===== src/rtl/rou_wsched_pkg.sv =====
`default_nettype none
// ============================================================================
// Module      : rou_wsched_pkg
// Description : Shared types and helpers for the roubus write-burst scheduler.
//               State encoding, bus beat width, and the byte-strobe helper.
// Revision    : 1.0 - initial release
// ============================================================================
package rou_wsched_pkg;

    localparam int BEAT_BYTES = 16;

    typedef enum logic [1:0] {
        IDLE = 2'd0,
        WAIT = 2'd1,
        BEAT = 2'd2,
        DONE = 2'd3
    } state_t;

    // Strobe covering `need` consecutive lanes starting at lane `off`.
    // The mask is built on 17 bits so that need==16 yields all ones.
    function automatic logic [15:0] strb_mask(input logic [4:0] need,
                                              input logic [3:0] off);
        logic [16:0] m;
        m = (17'd1 << need) - 17'd1;
        return m[15:0] << off;
    endfunction

endpackage : rou_wsched_pkg
`default_nettype wire


===== src/rtl/rou_wsched_beatcalc.sv =====
`default_nettype none
// ============================================================================
// Module      : rou_wsched_beatcalc
// Description : Combinational per-beat calculator. From the bytes remaining
//               and the current lane offset it derives the byte count of the
//               beat, its strobe and whether it is the final beat.
// Ports       : i_rem   - bytes still to send
//               i_off   - lane offset of the current beat
//               o_need  - bytes carried by this beat, min(16-off, rem)
//               o_wstrb - byte strobes for this beat
//               o_wlast - this beat finishes the command
// Revision    : 1.0 - initial release
// ============================================================================
module rou_wsched_beatcalc
    import rou_wsched_pkg::*;
#(
    parameter int LEN_W = 16
) (
    input  logic [LEN_W-1:0] i_rem,
    input  logic [3:0]       i_off,
    output logic [4:0]       o_need,
    output logic [15:0]      o_wstrb,
    output logic             o_wlast
);

    logic [4:0] w_room;

    always_comb begin
        w_room = 5'(BEAT_BYTES) - {1'b0, i_off};
        if (i_rem >= LEN_W'(w_room)) begin
            o_need = w_room;
        end else begin
            o_need = i_rem[4:0];
        end
        o_wstrb = strb_mask(o_need, i_off);
        o_wlast = (i_rem == LEN_W'(o_need));
    end

endmodule : rou_wsched_beatcalc
`default_nettype wire


===== src/rtl/rou_wburst_sched.sv =====
`default_nettype none
// ============================================================================
// Module      : rou_wburst_sched
// Description : Write-burst scheduler for the roubus byte-align buffer.
//               Takes one write command (byte address, byte length), waits
//               for the align buffer to hold enough bytes for each beat and
//               emits 16-byte aligned write beats with strobes and wlast,
//               popping the buffer on every accepted beat.
// Ports       : cmd_*        - command handshake, address and length
//               buf_*        - align buffer status/data in, read controls out
//               w*           - write-data channel beat
//               done / busy  - completion pulse / not-idle status
//               timeout_err  - sticky WAIT watchdog error (optional)
// Options     : ROU_WSCHED_TIMEOUT_EN - enables the WAIT watchdog, the
//               buf_softreset flush pulse and the timeout_err port.
// Revision    : 1.0 - initial release
// ============================================================================
module rou_wburst_sched
    import rou_wsched_pkg::*;
#(
    parameter int LEN_W     = 16,
    parameter int ADDR_W    = 32,
    parameter int TO_CYCLES = 1024
) (
    input  logic              clk,
    input  logic              rst,
    input  logic              cmd_valid,
    output logic              cmd_ready,
    input  logic [ADDR_W-1:0] cmd_addr,
    input  logic [LEN_W-1:0]  cmd_len,
    input  logic [4:0]        buf_ovalids,
    input  logic [127:0]      buf_oline,
    output logic              buf_reading,
    output logic [4:0]        buf_reading_bytes,
    output logic [3:0]        buf_wstrb_offset,
    output logic              buf_softreset,
    output logic              wvalid,
    input  logic              wready,
    output logic [ADDR_W-1:0] waddr,
    output logic [127:0]      wdata,
    output logic [15:0]       wstrb,
    output logic              wlast,
    output logic              done,
`ifdef ROU_WSCHED_TIMEOUT_EN
    output logic              timeout_err,
`endif
    output logic              busy
);

    state_t            r_state_q, w_state_d;
    logic [LEN_W-1:0]  r_rem_q,   w_rem_d;
    logic [3:0]        r_off_q,   w_off_d;
    logic [ADDR_W-1:0] r_baddr_q, w_baddr_d;

    logic [4:0]        w_need;
    logic [15:0]       w_strb;
    logic              w_last;

    rou_wsched_beatcalc #(
        .LEN_W (LEN_W)
    ) u_beatcalc (
        .i_rem   (r_rem_q),
        .i_off   (r_off_q),
        .o_need  (w_need),
        .o_wstrb (w_strb),
        .o_wlast (w_last)
    );

`ifdef ROU_WSCHED_TIMEOUT_EN
    localparam int c_CNT_W = $clog2(TO_CYCLES + 1);
    logic [c_CNT_W-1:0] r_cnt_q, w_cnt_d;
    logic               r_tofire_q, w_tofire_d;
    logic               r_terr_q, w_terr_d;
`else
    logic w_unused_to;
    assign w_unused_to = (TO_CYCLES != 0);
`endif

    always_comb begin
        w_state_d         = r_state_q;
        w_rem_d           = r_rem_q;
        w_off_d           = r_off_q;
        w_baddr_d         = r_baddr_q;
        cmd_ready         = 1'b0;
        wvalid            = 1'b0;
        waddr             = '0;
        wstrb             = '0;
        wlast             = 1'b0;
        buf_reading       = 1'b0;
        buf_reading_bytes = '0;
        buf_wstrb_offset  = '0;
        done              = 1'b0;
`ifdef ROU_WSCHED_TIMEOUT_EN
        w_cnt_d           = r_cnt_q;
        w_tofire_d        = 1'b0;
        w_terr_d          = r_terr_q;
`endif
        case (r_state_q)
            IDLE: begin
                cmd_ready = 1'b1;
                if (cmd_valid) begin
                    w_rem_d   = cmd_len;
                    w_off_d   = cmd_addr[3:0];
                    w_baddr_d = {cmd_addr[ADDR_W-1:4], 4'b0000};
                    w_state_d = (cmd_len == '0) ? DONE : WAIT;
`ifdef ROU_WSCHED_TIMEOUT_EN
                    w_cnt_d   = '0;
                    w_terr_d  = 1'b0;
`endif
                end
            end
            WAIT: begin
                // The buffer's output line is shifted by this offset, so keep
                // it steady while the buffer fills.
                buf_wstrb_offset = r_off_q;
                if (buf_ovalids >= w_need) begin
                    w_state_d = BEAT;
                end
`ifdef ROU_WSCHED_TIMEOUT_EN
                else if (r_cnt_q == c_CNT_W'(TO_CYCLES - 1)) begin
                    w_state_d  = DONE;
                    w_tofire_d = 1'b1;
                    w_terr_d   = 1'b1;
                end else begin
                    w_cnt_d = r_cnt_q + 1'b1;
                end
`endif
            end
            BEAT: begin
                wvalid           = 1'b1;
                waddr            = r_baddr_q;
                wstrb            = w_strb;
                wlast            = w_last;
                buf_wstrb_offset = r_off_q;
                if (wready) begin
                    buf_reading       = 1'b1;
                    buf_reading_bytes = w_need;
                    w_rem_d           = r_rem_q - LEN_W'(w_need);
                    w_off_d           = 4'd0;
                    w_baddr_d         = r_baddr_q + ADDR_W'(BEAT_BYTES);
                    w_state_d         = w_last ? DONE : WAIT;
`ifdef ROU_WSCHED_TIMEOUT_EN
                    w_cnt_d           = '0;
`endif
                end
            end
            DONE: begin
                done      = 1'b1;
                w_state_d = IDLE;
            end
            default: begin
                w_state_d = IDLE;
            end
        endcase
    end

    // Unused lanes are forced to zero so downstream never sees stale bytes.
    for (genvar i = 0; i < BEAT_BYTES; i++) begin : g_lane
        assign wdata[8*i +: 8] = buf_oline[8*i +: 8] & {8{wstrb[i]}};
    end

    assign busy = (r_state_q != IDLE);

`ifdef ROU_WSCHED_TIMEOUT_EN
    assign buf_softreset = r_tofire_q;
    assign timeout_err   = r_terr_q;
`else
    assign buf_softreset = 1'b0;
`endif

    always_ff @(posedge clk) begin
        if (rst) begin
            r_state_q  <= IDLE;
            r_rem_q    <= '0;
            r_off_q    <= '0;
            r_baddr_q  <= '0;
`ifdef ROU_WSCHED_TIMEOUT_EN
            r_cnt_q    <= '0;
            r_tofire_q <= 1'b0;
            r_terr_q   <= 1'b0;
`endif
        end else begin
            r_state_q  <= w_state_d;
            r_rem_q    <= w_rem_d;
            r_off_q    <= w_off_d;
            r_baddr_q  <= w_baddr_d;
`ifdef ROU_WSCHED_TIMEOUT_EN
            r_cnt_q    <= w_cnt_d;
            r_tofire_q <= w_tofire_d;
            r_terr_q   <= w_terr_d;
`endif
        end
    end

endmodule : rou_wburst_sched
`default_nettype wire

===== config.mk =====
export PLATFORM = sky130hd
export DESIGN_NAME = rou_wburst_sched
export DESIGN_NICKNAME = d
export VERILOG_FILES = /design/src/rtl/rou_wsched_pkg.sv /design/src/rtl/rou_wsched_beatcalc.sv /design/src/rtl/rou_wburst_sched.sv
export SDC_FILE = /design/constraint.sdc
export NUM_CORES = 1
export LEC_CHECK = 0
export CAP_MARGIN = 20
export CORE_AREA = 5 5 144 146
export DETAILED_ROUTE_END_ITERATION = 6
export DIE_AREA = 0 0 149 151
export HOLD_SLACK_MARGIN = 0.15
export MAX_ROUTING_LAYER = met4
export PLACE_DENSITY = 0.75
export SYNTH_ARGS = -nofsm -noshare
export SYNTH_HDL_FRONTEND = slang
export SYNTH_SLANG_ARGS = --single-unit

===== constraint.sdc =====
create_clock -name clk -period 10.7 [get_ports clk]
set_input_delay 2.675 -clock clk [delete_from_list [all_inputs] [get_ports clk]]
set_output_delay 2.675 -clock clk [all_outputs]
set_load 0.005 [all_outputs]

Word-level counts from Yosys, hierarchy flattened. Index checks and enable logic that the tools add are counted.

Flip-flop bits (word level): 54. Bits of input ports: 185. Output and inout port bits: 192. Logic and storage cells: 69.

$add $sub $neg: 4. $lt $le $gt $ge: 2. Eq/ne operators: 7. Shift-type cells: 2. Multiplexer cells: 27. Bitwise logic cells: 16. Reductions and logical operators: 7.

Operator list (number): $and 8x8->8 (16); $mux 32 (3); $pmux 32 s2 (1); $mux 16 (3); $add 32x5->32 const B (1); $pmux 16 s2 (1); $eq 16x5->1 (1); $ge 16x5->1 (1); $logic_not 16->1 (1); $shl 1x5->16 const A (1); $shl 16x4->16 (1); $sub 16x1->16 const B (1); $sub 16x5->16 (1); $mux 5 (3); $mux 4 (3); $mux 2 (5); $pmux 2 s4 (1); $pmux 4 s2 (1); $mux 1 (6); $ne 2x2->1 const B (3); $reduce_and 3->1 (2); $ge 5x5->1 (1); $sub 5x4->5 const A (1); $eq 2x2->1 const B (2); other kinds (4) (5).

Logic depth before layout (Yosys ltp).
Depth after elaboration: 8. Mapped depth: 26. Depth with buffers taken out: 20.

Modules after synthesis. From an unflattened synthesis, not the netlist that was laid out.

Cells, all modules: 974. Area total of the unflattened synthesis: 6542.5 um^2.

Modules (own cells, without submodules): rou_wburst_sched (instances 1, cells each 647, area each 4561.9 um^2, seq. area each 1001.0 um^2); rou_wsched_beatcalc (instances 1, cells each 327, area each 1980.6 um^2, seq. area each 0.0 um^2).

Worst setup path after synthesis. Ideal clock, no wire load.

Kind: flip-flop to output port. From: register r_off_q[0]. To: output wstrb[7]. Arrival time: 5.209 ns. Data required time: 8.025 ns. Setup slack: 2.816 ns. Cell stages (with the launch flop): 26. Buffers on the path: 8. Cell sequence: dfxtp_1 clkbuf_1 inv_1 clkbuf_1 buf_1 ha_1 inv_1 ha_1 a211oi_1 o311ai_4 buf_6 buf_6 nand2_1 buf_2 nor3_1 o21bai_1 ha_1 clkbuf_1 clkinv_1 nand2_1 a2111oi_2 a31oi_1 a41oi_2 mux4_2 buf_6 and2_4.

Longest elaborated chain between the ends: 7.

Ends and longest elaborated chain: from (decl) (line rou_wburst_sched.sv:52) `logic [3:0] r_off_q, w_off_d;`; from (signal assigned) (line rou_wburst_sched.sv:185) `r_off_q <= w_off_d;`; $sub 5x4->5 (line rou_wsched_beatcalc.sv:29) `w_room = 5'(BEAT_BYTES) - {1'b0, i_off};`; $ge 16x5->1 (line rou_wsched_beatcalc.sv:30) `if (i_rem >= LEN_W'(w_room)) begin`; $mux 5 (line rou_wsched_beatcalc.sv:30); $shl 1x5->16 (line rou_wsched_pkg.sv:24) `m = (17'd1 << need) - 17'd1;`; $sub 16x1->16 (line rou_wsched_pkg.sv:24); $shl 16x4->16 * (line rou_wsched_pkg.sv:25) `return m[15:0] << off;`; $mux 16 * (line rou_wburst_sched.sv:98) `case (r_state_q)`; to (decl) (line rou_wburst_sched.sv:41) `output logic [15:0] wstrb,`.

Mark *: on every way between the ends. The rest lies on a longest branch, timed or not.

Final worst setup path.
From: register r_off_q[1]. To: output wdata[115].

Longest elaborated chain between the ends: 8.

Ends and longest elaborated chain: $sub 5x4->5 (line rou_wsched_beatcalc.sv:29); $ge 16x5->1 (line rou_wsched_beatcalc.sv:30); $mux 5 (line rou_wsched_beatcalc.sv:30); $shl 1x5->16 (line rou_wsched_pkg.sv:24); $sub 16x1->16 (line rou_wsched_pkg.sv:24); $shl 16x4->16 * (line rou_wsched_pkg.sv:25); $mux 16 * (line rou_wburst_sched.sv:98); $and 8x8->8 * (line rou_wburst_sched.sv:159) `assign wdata[8*i +: 8] = buf_oline[8*i +: 8] & {8{wstrb[i]}};`; to (decl) (line rou_wburst_sched.sv:40) `output logic [127:0] wdata,`.

Marks and branches as above.

==> summary.md <==
| Metric | Value |
|---|---|
| # hold bufs at CTS | `0` |
| Critical-path top delay cell | `ha_1` |
| GP Congestion | `1.010` |
| First-pass GRT wire length | `46.91 mm` |
| Diode count | `0` |
| Fin Hold WS | `0.4693 ns` |
| Min-delay worst type | `reg -> reg` |
| GRT Residual Overflow | `0` |
| Cells resized by post-CTS repair | `0` |
| CTS tree | `yes` |
| CTS Buffer Depth | `2` |
| Largest net degree at the start of global routing | `76` |
| Mapped Area | `0.006714 mm²` |
| Syn Inst Count | `1009` |
| Vias in the first global route | `8196` |
| Vias | `8962` |
| Max IR drop VDD | `0.1209 mV` |
| Initial antenna violation count | `0` |
| Outcome | `finished, final reports clean` |
| Total track usage | `26.64%` |
| Synthesis-to-layout area growth | `59.54%` |
| Sink Count | `50` |
| Synth area leaders | `dfxtp_1 (15%), and2_1 (8.1%), a21oi_1 (5.8%)` |
| I/O Buffers | `371` |
| Slew headroom | `29.88%` |
| Later-pin clock latency in the skew report | `0.30 ns` |
| Antenna Nets Post-Route | `0` |
| Crit path largest cell delay | `0.60 ns` |
| Flop and latch count out of synthesis | `50` |
| Post-Route WL | `32.14 mm` |
| Final Hold Viols | `0` |
| Final max-slew violation count | `0` |
| Critical path fanouts, max | `22` |
| RSZ-0062 raised after global routing | `no` |
| Critical path startpoint category | `register` |
| Overall Power | `2.331 mW` |
| Synthesis warning total | `0` |
| Pre-antenna DRT Iters | `6` |
| # setup viols final | `0` |
| Postcts setup bufs | `0` |
| Core Box Area | `0.01927 mm²` |
| Final setup margin | `0.9597 ns` |
| WP data required | `8.03 ns` |
| Final Skew | `0.004302 ns` |
| Largest area contributor in the netlist | `dfxtp_1` |
| CTS clk-pin slew, worst paths | `0.07 ns` |
| Pwr dens | `217.6 mW/mm²` |
| Pre-CTS WS | `1.429 ns` |
| Leakage power | `3.916 nW` |
| FILL cells | `1864` |
| Most frequent cells in the layout | `clkdlybuf4s50_1 (371), nor2_1 (98), and2_1 (87), nand2_1 (86), a21oi_1 (78)` |
| DR DRC count | `0` |
| Period utilisation layout | `91.03%` |
| IO Count | `377` |
| DP HPWL | `25.43 mm` |
| Row cnt | `51` |
| CTS H-tree depth | `2` |
| DR WL/cell | `20.13 µm` |
| EDFF count, synth | `0` |
| Tmin final | `9.740 ns` |
| Layout Nets | `1536` |
| Seq/Total Area, Yosys | `14.91%` |
| Horiz. Die Dim | `149 µm` |
| CP Data Arrival Time | `7.07 ns` |
| Iter 0 DRT Violations | `897` |
| Max-cap violations | `0` |
| Kind of end point of the critical path | `output port` |
| FMAX | `0.1027 GHz` |
| Avg Cell Area, Syn | `6.654 µm²` |
| Fin util | `55.58%` |
| Distinct cells, synth | `97` |
| Critical path class | `reg -> out` |
| Share of layout cells above drive strength 1 | `5.405%` |
| Top FF cell, synth | `dfxtp_1` |
| Via-per-instance ratio | `5.612` |
| Slew @ Worst Pin | `1.044 ns` |
| Die area | `0.02250 mm²` |
| Commonest non-fill, non-tap cell in the layout | `clkdlybuf4s50_1` |
| Clk root buf | `clkbuf_16` |
| Fin Setup TNS | `0 ns` |
| Top-area cell type share of the netlist area | `14.91%` |
| Worst-path cell chain | `buf_4 > inv_1 > ha_1 > inv_1 > ha_1 > a211oi_1 > o311ai_4 > a21oi_1 > o21ai_1 > o21bai_1 > ha_1 > clkinv_1 > nand2_1 > a2111oi_2 > a31oi_1 > a31oi_1 > or3_1 > nand3_1 > a31oi_1 > clkdlybuf4s50_1` |
| TritonCTS buffer count | `5` |
| Die height | `151 µm` |
| Ys async rst share | `0%` |
| Starting Density | `34.84%` |
routing by layer:
metal  part of all wire, %  GRT usage [%]  up-vias
met5                     0              -        -
met4                   2.5          7.094        0
met3                    11          7.092       54
met2                    47          42.72      481
met1                    40          33.39     4109
li1                      -              -     4318
kinds of logic after synthesis:
logic type                 Yosys count  share of synthesized area [%]
DFF                                 50                          14.91
muxes                               11                          2.069
and+or+nand+nor                    470                          36.62
other                                1                        0.05585
adders and majority gates           20                          3.727
buffers and inverters              122                          7.958
xor gates and xnor gates             7                          1.025
AOI/OAI and AO/OA                  328                          33.64
layout make-up:
cell class                 instances  area (µm²)  share of cell area [%]
clock buffer                       8       166.4                   1.554
inverter                          48       182.7                   1.705
multi-input combinational        841        5214                   48.67
sequential                        50        1001                   9.345
tap                              265       331.6                   3.095
timing repair buffer             385        3816                   35.63
stage by stage:
step                std cells  cell area [µm²]
finish                   1597            10710
global route             1597            10710
CTS                      1596            10710
detailed placement       1588            10540
global placement         1588            10540
floorplan                1013             6729
worst max-delay path: cells and delay by family (launching register included):
kind                       cells  cell delay [ns]
AOI/OAI and AO/OA              9             2.86
and+or+nand+nor                3             0.66
adders and majority gates      3             1.34
DFF                            1             0.31
buffers and inverters          5             1.57
registers in the layout (all words and copies together) (netlist names):
register   count
r_rem_q       16
r_baddr_q     28
r_off_q        4
r_state_q      2
where the power goes:
| group | switching [mW] | internal, mW | total, mW | leakage [nW] |
|---|---|---|---|---|
| clock network | 0.0747 | 0.106 | 0.181 | 0.0832 |
| registers | 0.0917 | 0.248 | 0.340 | 0.413 |
| logic | 1.15 | 0.665 | 1.81 | 3.42 |
| total | 1.31 | 1.02 | 2.33 | 3.92 |
worst paths after layout:
path	depth (start not counted)	slack, ns	to	start
min reg2reg	2	0.47	r_baddr_q[31]$_SDFFE_PP0P_	r_baddr_q[31]$_SDFFE_PP0P_
max reg2reg	16	5.06	r_rem_q[5]$_SDFFE_PP0P_	r_off_q[1]$_SDFFE_PP0P_
max	20	0.96	wdata[115]	r_off_q[1]$_SDFFE_PP0P_
min	2	0.47	r_baddr_q[31]$_SDFFE_PP0P_	r_baddr_q[31]$_SDFFE_PP0P_
cells in the mapped netlist (4+ instances only):
library cell / n
or4_1: 5
nor3b_1: 8
o211ai_1: 9
nand2_1: 86
nor2b_1: 11
a21boi_1: 17
a31oi_1: 29
buf_2: 8
buf_6: 5
ha_1: 20
a21boi_0: 8
nand3_1: 49
nor4_1: 12
nand2b_1: 4
inv_1: 44
a211oi_1: 20
a21o_1: 10
xnor2_1: 4
o21ai_1: 14
dfxtp_1: 50
a32o_1: 5
and3_1: 25
o31ai_1: 7
buf_1: 5
o21a_1: 6
o21ai_0: 49
buf_4: 7
and2_1: 87
a31o_2: 4
o31a_1: 4
o21bai_1: 5
a21oi_1: 78
a22oi_1: 6
nand4_1: 15
o22ai_1: 9
mux2i_1: 6
clkbuf_1: 49
nor2_1: 99
nor3_1: 41
(Power assumes the default switching activity.)
